$ cat src/rtl/otter_mem_arbiter_pkg.sv
// Shared types and constants for the OTTER memory/IO bus arbiter.
package otter_arb_pkg;

    typedef enum logic [1:0] {IDLE, BUSY_IF, BUSY_MEM} arb_state_t;
    typedef enum logic {OWN_IF, OWN_MEM} owner_t;

    localparam logic [31:0] ERR_DATA = 32'hDEAD_BEEF;

endpackage

$ cat src/rtl/otter_mem_arbiter_watchdog.sv
// Bus watchdog: counts busy cycles without an ack and pulses timeout on the
// TIMEOUT-th such cycle. TIMEOUT=0 removes the counter entirely.
module otter_arb_watchdog #(
    parameter int TIMEOUT = 255
) (
    input  logic clk,
    input  logic rst_n,
    input  logic clr,
    input  logic en,
    output logic timeout
);

    generate
        if (TIMEOUT == 0) begin : g_off
            assign timeout = 1'b0;
        end else begin : g_on
            localparam int CW = $clog2(TIMEOUT + 1);
            logic [CW-1:0] cnt;

            always_ff @(posedge clk or negedge rst_n) begin
                if (!rst_n) begin
                    cnt <= '0;
                end else if (clr) begin
                    cnt <= '0;
                end else if (en) begin
                    cnt <= cnt + 1'b1;
                end
            end

            // Fires in the cycle the count would reach TIMEOUT.
            assign timeout = en && (cnt == CW'(TIMEOUT - 1));
        end
    endgenerate

endmodule

$ cat src/rtl/otter_mem_arbiter.sv
// Arbitrates the OTTER IF and MEM requesters onto a single bus port, one
// transaction at a time. Optional IF anti-starvation: OTTER_ARB_STARVE_GUARD_EN.
module otter_mem_arbiter
    import otter_arb_pkg::*;
#(
    parameter int ADDR_W     = 32,
    parameter int DATA_W     = 32,
    parameter int TIMEOUT    = 255,
    parameter int MAX_STARVE = 4
) (
    input  logic                  clk,
    input  logic                  rst_n,
    input  logic                  if_req,
    input  logic [ADDR_W-1:0]     if_addr,
    output logic                  if_gnt,
    output logic                  if_rvalid,
    output logic [DATA_W-1:0]     if_rdata,
    input  logic                  mem_req,
    input  logic                  mem_we,
    input  logic [DATA_W/8-1:0]   mem_be,
    input  logic [ADDR_W-1:0]     mem_addr,
    input  logic [DATA_W-1:0]     mem_wdata,
    output logic                  mem_gnt,
    output logic                  mem_rvalid,
    output logic [DATA_W-1:0]     mem_rdata,
    output logic                  mem_err,
    output logic                  if_err,
    output logic                  bus_req,
    output logic                  bus_we,
    output logic [DATA_W/8-1:0]   bus_be,
    output logic [ADDR_W-1:0]     bus_addr,
    output logic [DATA_W-1:0]     bus_wdata,
    input  logic                  bus_ack,
    input  logic [DATA_W-1:0]     bus_rdata
);

    localparam logic [DATA_W-1:0] ERR_WORD = DATA_W'(ERR_DATA);

    arb_state_t state;
    owner_t     owner;
    logic       idle;
    logic       if_win;
    logic       mem_win;
    logic       if_forced;
    logic       wd_timeout;

    assign idle  = (state == IDLE);
    assign owner = (state == BUSY_MEM) ? OWN_MEM : OWN_IF;

`ifdef OTTER_ARB_STARVE_GUARD_EN
    localparam int SW = $clog2(MAX_STARVE + 1);
    logic [SW-1:0] starve_cnt;

    assign if_forced = (starve_cnt == SW'(MAX_STARVE));

    always_ff @(posedge clk or negedge rst_n) begin
        if (!rst_n) begin
            starve_cnt <= '0;
        end else if (if_win) begin
            starve_cnt <= '0;
        end else if (mem_win && if_req) begin
            starve_cnt <= starve_cnt + 1'b1;
        end
    end
`else
    logic unused_max_starve;
    assign unused_max_starve = (MAX_STARVE == 0);
    assign if_forced = 1'b0;
`endif

    // Grants are combinational and only offered from IDLE outside reset.
    always_comb begin
        if_win  = 1'b0;
        mem_win = 1'b0;
        if (rst_n && idle) begin
            if (if_req && if_forced) begin
                if_win = 1'b1;
            end else if (mem_req) begin
                mem_win = 1'b1;
            end else if (if_req) begin
                if_win = 1'b1;
            end
        end
    end

    assign if_gnt  = if_win;
    assign mem_gnt = mem_win;

    otter_arb_watchdog #(
        .TIMEOUT (TIMEOUT)
    ) u_watchdog (
        .clk     (clk),
        .rst_n   (rst_n),
        .clr     (if_win || mem_win),
        .en      (!idle && !bus_ack),
        .timeout (wd_timeout)
    );

    always_ff @(posedge clk or negedge rst_n) begin
        if (!rst_n) begin
            state      <= IDLE;
            bus_req    <= 1'b0;
            bus_we     <= 1'b0;
            bus_be     <= '0;
            bus_addr   <= '0;
            bus_wdata  <= '0;
            if_rvalid  <= 1'b0;
            if_err     <= 1'b0;
            if_rdata   <= '0;
            mem_rvalid <= 1'b0;
            mem_err    <= 1'b0;
            mem_rdata  <= '0;
        end else begin
            if_rvalid  <= 1'b0;
            if_err     <= 1'b0;
            mem_rvalid <= 1'b0;
            mem_err    <= 1'b0;
            case (state)
                IDLE: begin
                    if (mem_win) begin
                        state     <= BUSY_MEM;
                        bus_req   <= 1'b1;
                        bus_we    <= mem_we;
                        bus_be    <= mem_be;
                        bus_addr  <= mem_addr;
                        bus_wdata <= mem_wdata;
                    end else if (if_win) begin
                        state     <= BUSY_IF;
                        bus_req   <= 1'b1;
                        bus_we    <= 1'b0;
                        bus_be    <= '1;
                        bus_addr  <= if_addr;
                        bus_wdata <= '0;
                    end
                end
                default: begin
                    // An ack in the timeout cycle wins: it is a normal completion.
                    if (bus_ack || wd_timeout) begin
                        state   <= IDLE;
                        bus_req <= 1'b0;
                        if (owner == OWN_MEM) begin
                            mem_rvalid <= 1'b1;
                            mem_err    <= !bus_ack;
                            mem_rdata  <= bus_ack ? bus_rdata : ERR_WORD;
                        end else begin
                            if_rvalid <= 1'b1;
                            if_err    <= !bus_ack;
                            if_rdata  <= bus_ack ? bus_rdata : ERR_WORD;
                        end
                    end
                end
            endcase
        end
    end

endmodule

$ cat config.mk
export PLATFORM = sky130hd
export DESIGN_NAME = otter_mem_arbiter
export DESIGN_NICKNAME = d
export VERILOG_FILES = /design/src/rtl/otter_mem_arbiter_pkg.sv /design/src/rtl/otter_mem_arbiter_watchdog.sv /design/src/rtl/otter_mem_arbiter.sv
export SDC_FILE = /design/constraint.sdc
export NUM_CORES = 1
export LEC_CHECK = 0
export BUFFER_PORTS_ARGS = -buffer_cell sky130_fd_sc_hd__buf_2
export CELL_PAD_IN_SITES_DETAIL_PLACEMENT = 0
export CELL_PAD_IN_SITES_GLOBAL_PLACEMENT = 1
export CORE_ASPECT_RATIO = 1.5
export CORE_MARGIN = 2
export CORE_UTILIZATION = 30
export DETAILED_ROUTE_END_ITERATION = 12
export PLACE_DENSITY = 0.83
export SETUP_SLACK_MARGIN = 0.4
export SYNTH_ARGS = -nofsm -noshare
export SYNTH_HDL_FRONTEND = slang
export SYNTH_SLANG_ARGS = --single-unit
$ cat constraint.sdc
create_clock -name clk -period 1.65 [get_ports clk]
set_input_delay 0.33 -clock clk [delete_from_list [all_inputs] [get_ports clk]]
set_output_delay 0.33 -clock clk [all_outputs]
set_load 0.02 [all_outputs]
# After elaboration in Yosys (flattened, before gate mapping)
# Index checks and enable logic that the tools add are counted.
[totals] output_inout_bits=140 regBits=148
[classes] n_reduce_logical=15 bitwise_logic=2 mux=37 eq_ne=3 add_sub_neg=1
[op_table] operator="$mux 32" n=5
[op_table] operator="$mux 1" n=24
[op_table] operator="$mux 8" n=2
[op_table] operator="$add 8x1->8 const B" n=1
[op_table] operator="$eq 8x8->1 const B" n=1
[op_table] operator="$mux 2" n=4
[op_table] operator="$mux 4" n=2
[op_table] operator="$reduce_and 3->1" n=2
[op_table] operator="$reduce_bool 2->1" n=3
[op_table] operator="$reduce_and 2->1" n=2
[op_table] operator="$logic_and 1x1->1" n=3
[op_table] operator="$ne 3x1->1 const B" n=1
[op_table] operator="$eq 2x2->1 const B" n=1
[op_table] operator="$logic_not 1->1" n=2
[op_table] operator="$logic_not 2->1" n=1
[op_table] operator="$logic_or 1x1->1" n=2
[op_table] operator="$not 1->1" n=2

# Depth between registers and ports, before layout
# Gate-level depths: netlist (run 1).
[logic_depth] ltp_word=7 depth_mapped=8

# Modules after synthesis
# Synthesis (run 1) repeated with hierarchy kept, for this count alone.
[hier_totals] hier_cells=439 area_unflattened_um2=5975.7
[modules_own_cells] mod="otter_mem_arbiter" area_per_inst_um2=5564.1 n_inst=1 seq_area_each_um2=3503.4 cells_per_inst=398
[modules_own_cells] mod="otter_arb_watchdog" area_per_inst_um2=411.6 n_inst=1 seq_area_each_um2=200.2 cells_per_inst=41

# Worst setup path after synthesis (run 1)
# No wires, ideal clock.
[synth_path] path_kind="reg2out" from="register state[1]" to="output port if_gnt" path_stages_with_launch=5 path_slack_ps=-123 path_buffers=2 arrival_ps=1443 required_time_ps=1320 cell_sequence="dfrtp_1 > buf_6 > or3b_1 > buf_4 > nor3b_2"
[synth_via] elab_chain_cells=3
[synth_lines] element="start, declared" line_no="otter_mem_arbiter.sv:39" text="arb_state_t state;"
[synth_lines] element="start signal, assigned" line_no="otter_mem_arbiter.sv:101" text="state <= IDLE;"
[synth_lines] element="start signal, assigned" line_no="otter_mem_arbiter.sv:121" text="state <= BUSY_MEM;"
[synth_lines] element="start signal, assigned" line_no="otter_mem_arbiter.sv:128" text="state <= BUSY_IF;"
[synth_lines] element="$logic_not 2->1" line_no="otter_mem_arbiter.sv:47" text="assign idle = (state == IDLE);"
[synth_lines] element="$logic_and 1x1->1" line_no="otter_mem_arbiter.sv:75" text="if (rst_n && idle) begin"
[synth_lines] element="$mux 1" line_no="otter_mem_arbiter.sv:75"
[synth_lines] element="end, declared" line_no="otter_mem_arbiter.sv:15" text="output logic if_gnt,"
# No other way between the ends.

# Worst setup path in the final report (run 1)
[layout_path] from="register state[0]" to="output port if_gnt"
# Same word-level chain as after synthesis.

==> impl_results.md, run 1 <==
- CP Cell Sequence: or3b_4, nor3b_4, buf_6
- Yosys top cell area share: 0.5693
- Syn_nets: 750
- CP max stage cell: dfrtp_2
- Req. time, crit path: between 1 and 1.5 ns
- Synth warn: 0
- Largest family of logic cells by synthesized area: compound AO/OA/AOI/OAI gates
- Post-Syn Instances: just over 600
- VDD IR-drop max: 0.8278 mV
- Fmax: 514.2 MHz
- Initial core utilization: 0.3030
- Fin nets: 1,247
- Number of fill cells: 1,575
- # DRC: 0
- Final WS setup: -0.2947 ns
- Sw Share: 0.3414
- Layout cells sized above 1: 0.6491
- Synth top area cells: dfrtp_1 (57%), a22o_1 (5.5%), o22ai_1 (4.7%), a21oi_1 (4.7%), nor2b_1 (4.0%)
- Top cells by count, synth: dfrtp_1 (148), a21oi_1 (61), inv_1 (52)
- Synth Area in Simple Gates: 0.07021
- Pint: 0.01144 W
- Crit path launch type: register
- Worst hold slack: -0.01720 ns
- Largest net degree at the start of global routing: 112
- CTS clock-pin slew for the worst setup and hold paths: 0.06 ns
- Lkg Pwr: 6.324 nW
- RSZ-0062 raised after global routing: yes
- Final Cycle Share: 1.179
- CTS buffer count: 17
- CTS max path bufs: 2
- Number of I/O port buffers: 277
- Synth cell types: 45
- #FFs+latches synth: about 150
- Worst setup EP type: primary output
- Clk pwr share: 0.231
- Pre-antenna DRT Iters: 4
- Mapped Area: 6505 um^2
- Die Y: 184.3 um
- Status: finished, violations left
- Count leader, synth: dfrtp_1
- Max-capacitance violation count: 0
- Synth Flop Type: dfrtp_1
- Pins Over Slew Limit: 0
- Final WL: 29,680 um
- EDFF count, synth: 0
- Hold Path Class: in -> async
- Minimum clock period: 1.945 ns
- Crit path max fanout: 2
- Mux cell area share after synthesis: 0.003078
- Power per cell area: approximately 1300 nW/um^2
- Pwr Total: 0.01737 W
- Post-DP HPWL: 14,010 um
- Post-synthesis cell type with the largest combined area: dfrtp_1
- Via count: between 7k and 8k
- Pre-CTS setup slack: 0.02107 ns
- Die Footprint: 22,900 um^2
- Post-synth ARST share: 1.000
- GRT Util Overall: 0.2402
- Core Footprint: 21,470 um^2
- Avg Inst Size Synth: 10.66 um^2
- Synth Area in Adders: 0.003847
- Slew headroom: 0.5725
- Violated checks: negative hold slack, negative setup slack
- Clk_lat worst skew: 0.42 ns
- Compound-Gate Fraction of Synth Area: 0.2826
- Setup Skew: 0.01082 ns
- Critical path arrival: ~1.6 ns
- Chip Width: 124.2 um
- Net Sw Power: around 0.006 W
- Kind of critical path: reg -> out
- Clock sink total: 148
- Grt ovf: 0
- # rows: 66
- Routed len/inst: 21.32 um
- Sequential share of the synthesized area: 0.5693
- Via-per-instance ratio: 5.193
- Vias in the first global route: 7,508
- CTS Root Buffer Type: clkbuf_16
- Antenna violations before repair: 2
- 1st-iter DRT viols: 339
- Dpl cells: roughly 1.1k
- Finished Layout Cells: 1,392
- Sequential share of power: 0.292
- Post-DRT Antenna Nets: 0
- Final setup viols: 109
- I/O Pins: 278
- Fin. Hold Viols: 2
- Gate power share: 0.476
- Setup_tns: -13.18 ns
- Actual slew at the worst max-slew pin: 0.6412 ns
- Hold_buf cts: 0
- H-Tree Depth: 4
- Area grow syn2layout: 109.8%
- Final Wtd Congestion: 0.7429
- First-pass GRT wire length: 42,640 um
- CTS tree: done
- XOR/XNOR Fraction of Synth Area: 0
- Max incr delay on CP: 0.41 ns
==> logic make-up after synthesis <==
kind of cell,Yosys count
DFF,148
AOI/OAI and AO/OA,281
buffers and inverters,106
muxes,2
adders and majority gates,2
and+or+nand+nor,71
==> cells in the final DEF (no fill, tap or decap), drive strengths merged, types with 2 or more instances in the layout <==
cell and count:
nand2 5, or3 2, nor3 2, a21o 10, a21oi 61, ha 2, nand2b 2, clkbuf 23
o21ai 38, nor3b 4, o31ai 2, clkinv 5, dfrtp 148, diode 3, nor2b 42, buf 524
a22oi 32, nand3 2, nor2 3, a31oi 32, o22a 4, a21bo 8, or4 2, bufbuf 3
inv 54, o22ai 49, bufinv 3, o21bai 2, a22o 41, mux2i 2
==> metrics by stage <==
| stage | util | area, um^2 |
|---|---|---|
| after floorplan | - | 6872 |
| after global placement | 0.4005 | 8600 |
| after detailed placement | 0.4005 | 8600 |
| after CTS | 0.5971 | 12820 |
| after global routing | 0.6355 | 13650 |
| final | 0.6357 | 13650 |
==> repair_timing <==
item,in CTS,in global routing
endpoints found under the setup margin,288,288
cloned,28,4
setup buffers,131,57
pin swaps,60,49
gates resized for setup,474,57
==> power by group through the flow <==
stage                     Clock [W]  Combinational, W  Sequential (W)
final                       0.00402           0.00827         0.00508
after global routing        0.00423           0.00869         0.00515
after CTS                   0.00404           0.00732         0.00504
after detailed placement          0           0.00419         0.00502
after global placement            0           0.00412         0.00500
after floorplan                   0           0.00176         0.00591
==> flip-flops by register name (all words and copies together), names as in the netlist <==
name	flops
bus_addr	32
bus_wdata	32
if_rdata	32
mem_rdata	32
u_watchdog.g_on.cnt	8
bus_be	4
state	2
bus_req	1
bus_we	1
if_err	1
if_rvalid	1
mem_err	1
mem_rvalid	1
==> critical path, delay by kind of cell, from the launching register on <==
kind	cells	cell delay (ns)
DFF	1	0.41
and+or+nand+nor	2	0.63
buffers and inverters	1	0.16
==> per-layer routing <==
metal / wire length, um / track usage
met5: 0 / 0
met4: 1338 / 0.1227
met3: 1550 / 0.05835
met2: 16580 / 0.4496
met1: 10210 / 0.2476
==> cell type report <==
| cell class | count | area (um^2) | area share |
|---|---|---|---|
| Timing Repair Buffer | 530 | 5296 | 0.3881 |
| Sequential cell | 148 | 3705 | 0.2715 |
| Multi-Input combinational cell | 357 | 3520 | 0.2579 |
| Clock buffer | 20 | 446.7 | 0.03273 |
| Tap cell | 272 | 340.3 | 0.02494 |
| Inverter | 53 | 201.4 | 0.01476 |
| Clock inverter | 9 | 131.4 | 0.009626 |
| Antenna cell | 3 | 7.507 | 0.0005501 |
==> path summary, 6_finish.rpt <==
kind	startpoint	to	slack, ns	cells past startpoint
worst min-delay path	rst_n	bus_be[1]	-0.02	2
min in group clk	mem_wdata[8]	bus_wdata[8]	0.13	2
worst min register to register	bus_wdata[10]	bus_wdata[10]	0.52	1
worst max register to register	state[0]	mem_rdata[3]	-0.22	11
max in group asynchronous	rst_n	bus_addr[6]	1.17	2
worst max-delay path	state[0]	if_gnt	-0.29	3
(Power assumes the default switching activity.)
==> inputs of run 2 (changes only) <==
SETUP_SLACK_MARGIN = unset   (was 0.4)
==> impl_results.md, run 2 (synthesized netlist as in run 1, its figures left out) <==
- Status: finished, violations left
- Violated checks: negative hold slack, negative setup slack
- Hold Path Class: in -> async
- Via-per-instance ratio: 5.114 (-1.5%)
- Pre-CTS setup slack: 0.01653 ns (-0.004540 ns)
- RSZ-0062 raised after global routing: yes
- Fin nets: 1,049 (-16%)
- CTS max path bufs: 2 (unchanged)
- Post-DRT Antenna Nets: 0 (unchanged)
- Post-DP HPWL: 13,800 um (-1.5%)
- Crit path launch type: register
- Multi-input gate area: 2581 um^2 (-27%)
- Routed len/inst: 17.85 um (-16%)
- Antenna diodes: 0 (-3)
- Pins Over Slew Limit: 0 (unchanged)
- Final Cycle Share: 1.191 (+0.01243)
- Commonest cells after routing, fill and taps aside: buf_2 (274), dfrtp_1 (147), a21oi_1 (58)
- Busiest grt layer: met2
- Lkg Pwr: 4.590 nW (-27%)
- Sequential share of power: 0.378 (+0.086)
- FF/Latch Area: 3705 um^2 (unchanged)
- Largest net degree at the start of global routing: 91 (-19%)
- Area grow syn2layout: 47.30%
- GRT Util Overall: 0.1730 (-0.06724)
- Power per cell area: 1385 nW/um^2 (+8.8%)
- Slew headroom: 0.4906 (-0.08191)
- CTS tree: done
- Final WS setup: -0.3152 ns (-0.02051 ns)
- Number of I/O port buffers: 277 (unchanged)
- Net Sw Power: 0.004699 W (-21%)
- Met1 GRT Util: 0.2058 (-0.04183)
- Setup Skew: 0.008269 ns (-0.002549 ns)
- Req. time, crit path: 1.32 ns (about the same)
- Via count: 6,106 (-16%)
- Core Footprint: 21,470 um^2 (unchanged)
- Worst setup EP type: primary output
- Chip Width: 124.2 um (unchanged)
- Final WL: 21,310 um (-28%)
- Met3 usage: 0.04470 (-0.01364)
- Met2 usage: 0.3038 (-0.1458)
- Actual slew at the worst max-slew pin: 0.7640 ns (+0.1229 ns)
- # rows: 66 (unchanged)
- Final setup viols: 2 (-98%)
- CTS clock-pin slew for the worst setup and hold paths: 0.07 ns (about the same)
- Sw Share: 0.3541 (+0.01273)
- Critical path arrival: 1.64 ns (+0.03 ns)
- Clk pwr share: 0.294 (+0.063)
- Antenna violations before repair: 0 (-2)
- Die Y: 184.3 um (unchanged)
- H-Tree Depth: 4 (unchanged)
- Layout cells sized above 1: 0.4447 (-0.2044)
- Fin. Hold Viols: 67 (+65)
- Crit path max fanout: 2 (unchanged)
- Grt ovf: 0 (unchanged)
- Initial core utilization: 0.3030 (unchanged)
- Pint: 0.008571 W (-25%)
- Commonest non-fill, non-tap cell in the layout: buf_2
- Max-capacitance violation count: 0 (unchanged)
- Gate power share: 0.329 (-0.147)
- Clock sink total: 148 (unchanged)
- # DRC: 0 (unchanged)
- I/O Pins: 278 (unchanged)
- Minimum clock period: 1.965 ns (+0.02051 ns)
- Dpl cell area: 8363 um^2 (-2.7%)
- CTS Root Buffer Type: clkbuf_16
- Pre-antenna DRT Iters: 4 (unchanged)
- First-pass GRT wire length: 31,720 um (-26%)
- Worst hold slack: -0.06191 ns (-0.04470 ns)
- 1st-iter DRT viols: 303 (-11%)
- VDD IR-drop max: 0.7071 mV (-15%)
- Final Instance Area: 9582 um^2 (-30%)
- Clk_lat worst skew: 0.42 ns (about the same)
- CTS buffer count: 17 (unchanged)
- Die Footprint: 22,900 um^2 (unchanged)
- Number of fill cells: 2,105 (+34%)
- Final Wtd Congestion: 0.7304 (-1.7%)
- Kind of critical path: reg -> out
- Fmax: 508.9 MHz (-1.0%)
- Vias in the first global route: 5,938 (-21%)
## run 2: cell count changes in the layout (fill, tap and decap cells not counted), moves of 17 or more
cell	change
buf_4	-138
o22ai_4	-45
o22ai_1	+30
a21oi_2	-56
a22oi_2	-17
buf_6	-154
buf_16	-24
buf_2	+138
a22oi_1	+17
a21oi_1	+56
## run 2: through the flow
| stage | instances | hold slack, ns | util | TNS [ns] | power, W |
|---|---|---|---|---|---|
| 3_5_place_dp | 1139 | 0.4614 | 0.3895 | 0 | 0.009043 |
| 2_1_floorplan | 610 | 0.03441 | - | 0 | 0.007440 |
| 6_report | 1194 | -0.06191 | 0.4463 | -0.5032 | 0.01327 |
| 4_1_cts | 1180 | -0.008672 | 0.4229 | -0.8301 | 0.01308 |
| 5_1_grt | 1194 | -0.04066 | 0.4463 | -0.6272 | 0.01402 |
| 3_3_place_gp | 1139 | 0.4647 | 0.3895 | 0 | 0.008950 |
## run 2: layout make-up
| type | count | area share |
|---|---|---|
| Inverter | 53 | 0.02102 |
| Clock buffer | 18 | 0.04479 |
| Multi-Input combinational cell | 356 | 0.2694 |
| Timing Repair Buffer | 333 | 0.2263 |
| Clock inverter | 14 | 0.01632 |
| Tap cell | 272 | 0.03552 |
| Sequential cell | 148 | 0.3867 |
## run 2: routing by layer
| layer | wire (um) | part of all wire |
|---|---|---|
| met1 | 8291 | 0.39 |
| met2 | 11310 | 0.53 |
| met3 | 1257 | 0.059 |
| met4 | 458 | 0.021 |
| met5 | 0 | 0 |
## run 2: worst paths after layout
path / start / endpoint / slack [ns] / cells past startpoint
worst min register to register: bus_wdata[24] / bus_wdata[24] / 0.49 / 1
worst max register to register: state[0] / mem_rdata[5] / 0.04 / 8
max in group asynchronous: rst_n / bus_addr[6] / 0.32 / 3
worst max-delay path: state[0] / if_gnt / -0.32 / 3
min in group clk: mem_wdata[31] / bus_wdata[31] / 0.12 / 2
worst min-delay path: rst_n / if_rdata[0] / -0.06 / 2
## run 2: power by group through the flow
stage / sequential [W] / clock (W) / combinational, W
after floorplan: 0.00591 / 0 / 0.00153
after global placement: 0.00500 / 0 / 0.00395
after detailed placement: 0.00503 / 0 / 0.00402
after CTS: 0.00497 / 0.00402 / 0.00409
after global routing: 0.00513 / 0.00418 / 0.00471
final: 0.00501 / 0.00390 / 0.00436
## run 2: critical path, cell delays in order, from the launching register on
cell and delay [ns]:
dfrtp_2 0.40, or3b_4 0.41, nor3b_4 0.24, buf_6 0.16
## run 2: what timing repair did
action                                 CTS  global route
cloned                                   0             8
pin swaps                               14             6
setup buffers                            9             7
setup endpoints to repair                2           125
gates resized for setup                 16            49
endpoints found under the hold margin   46            11
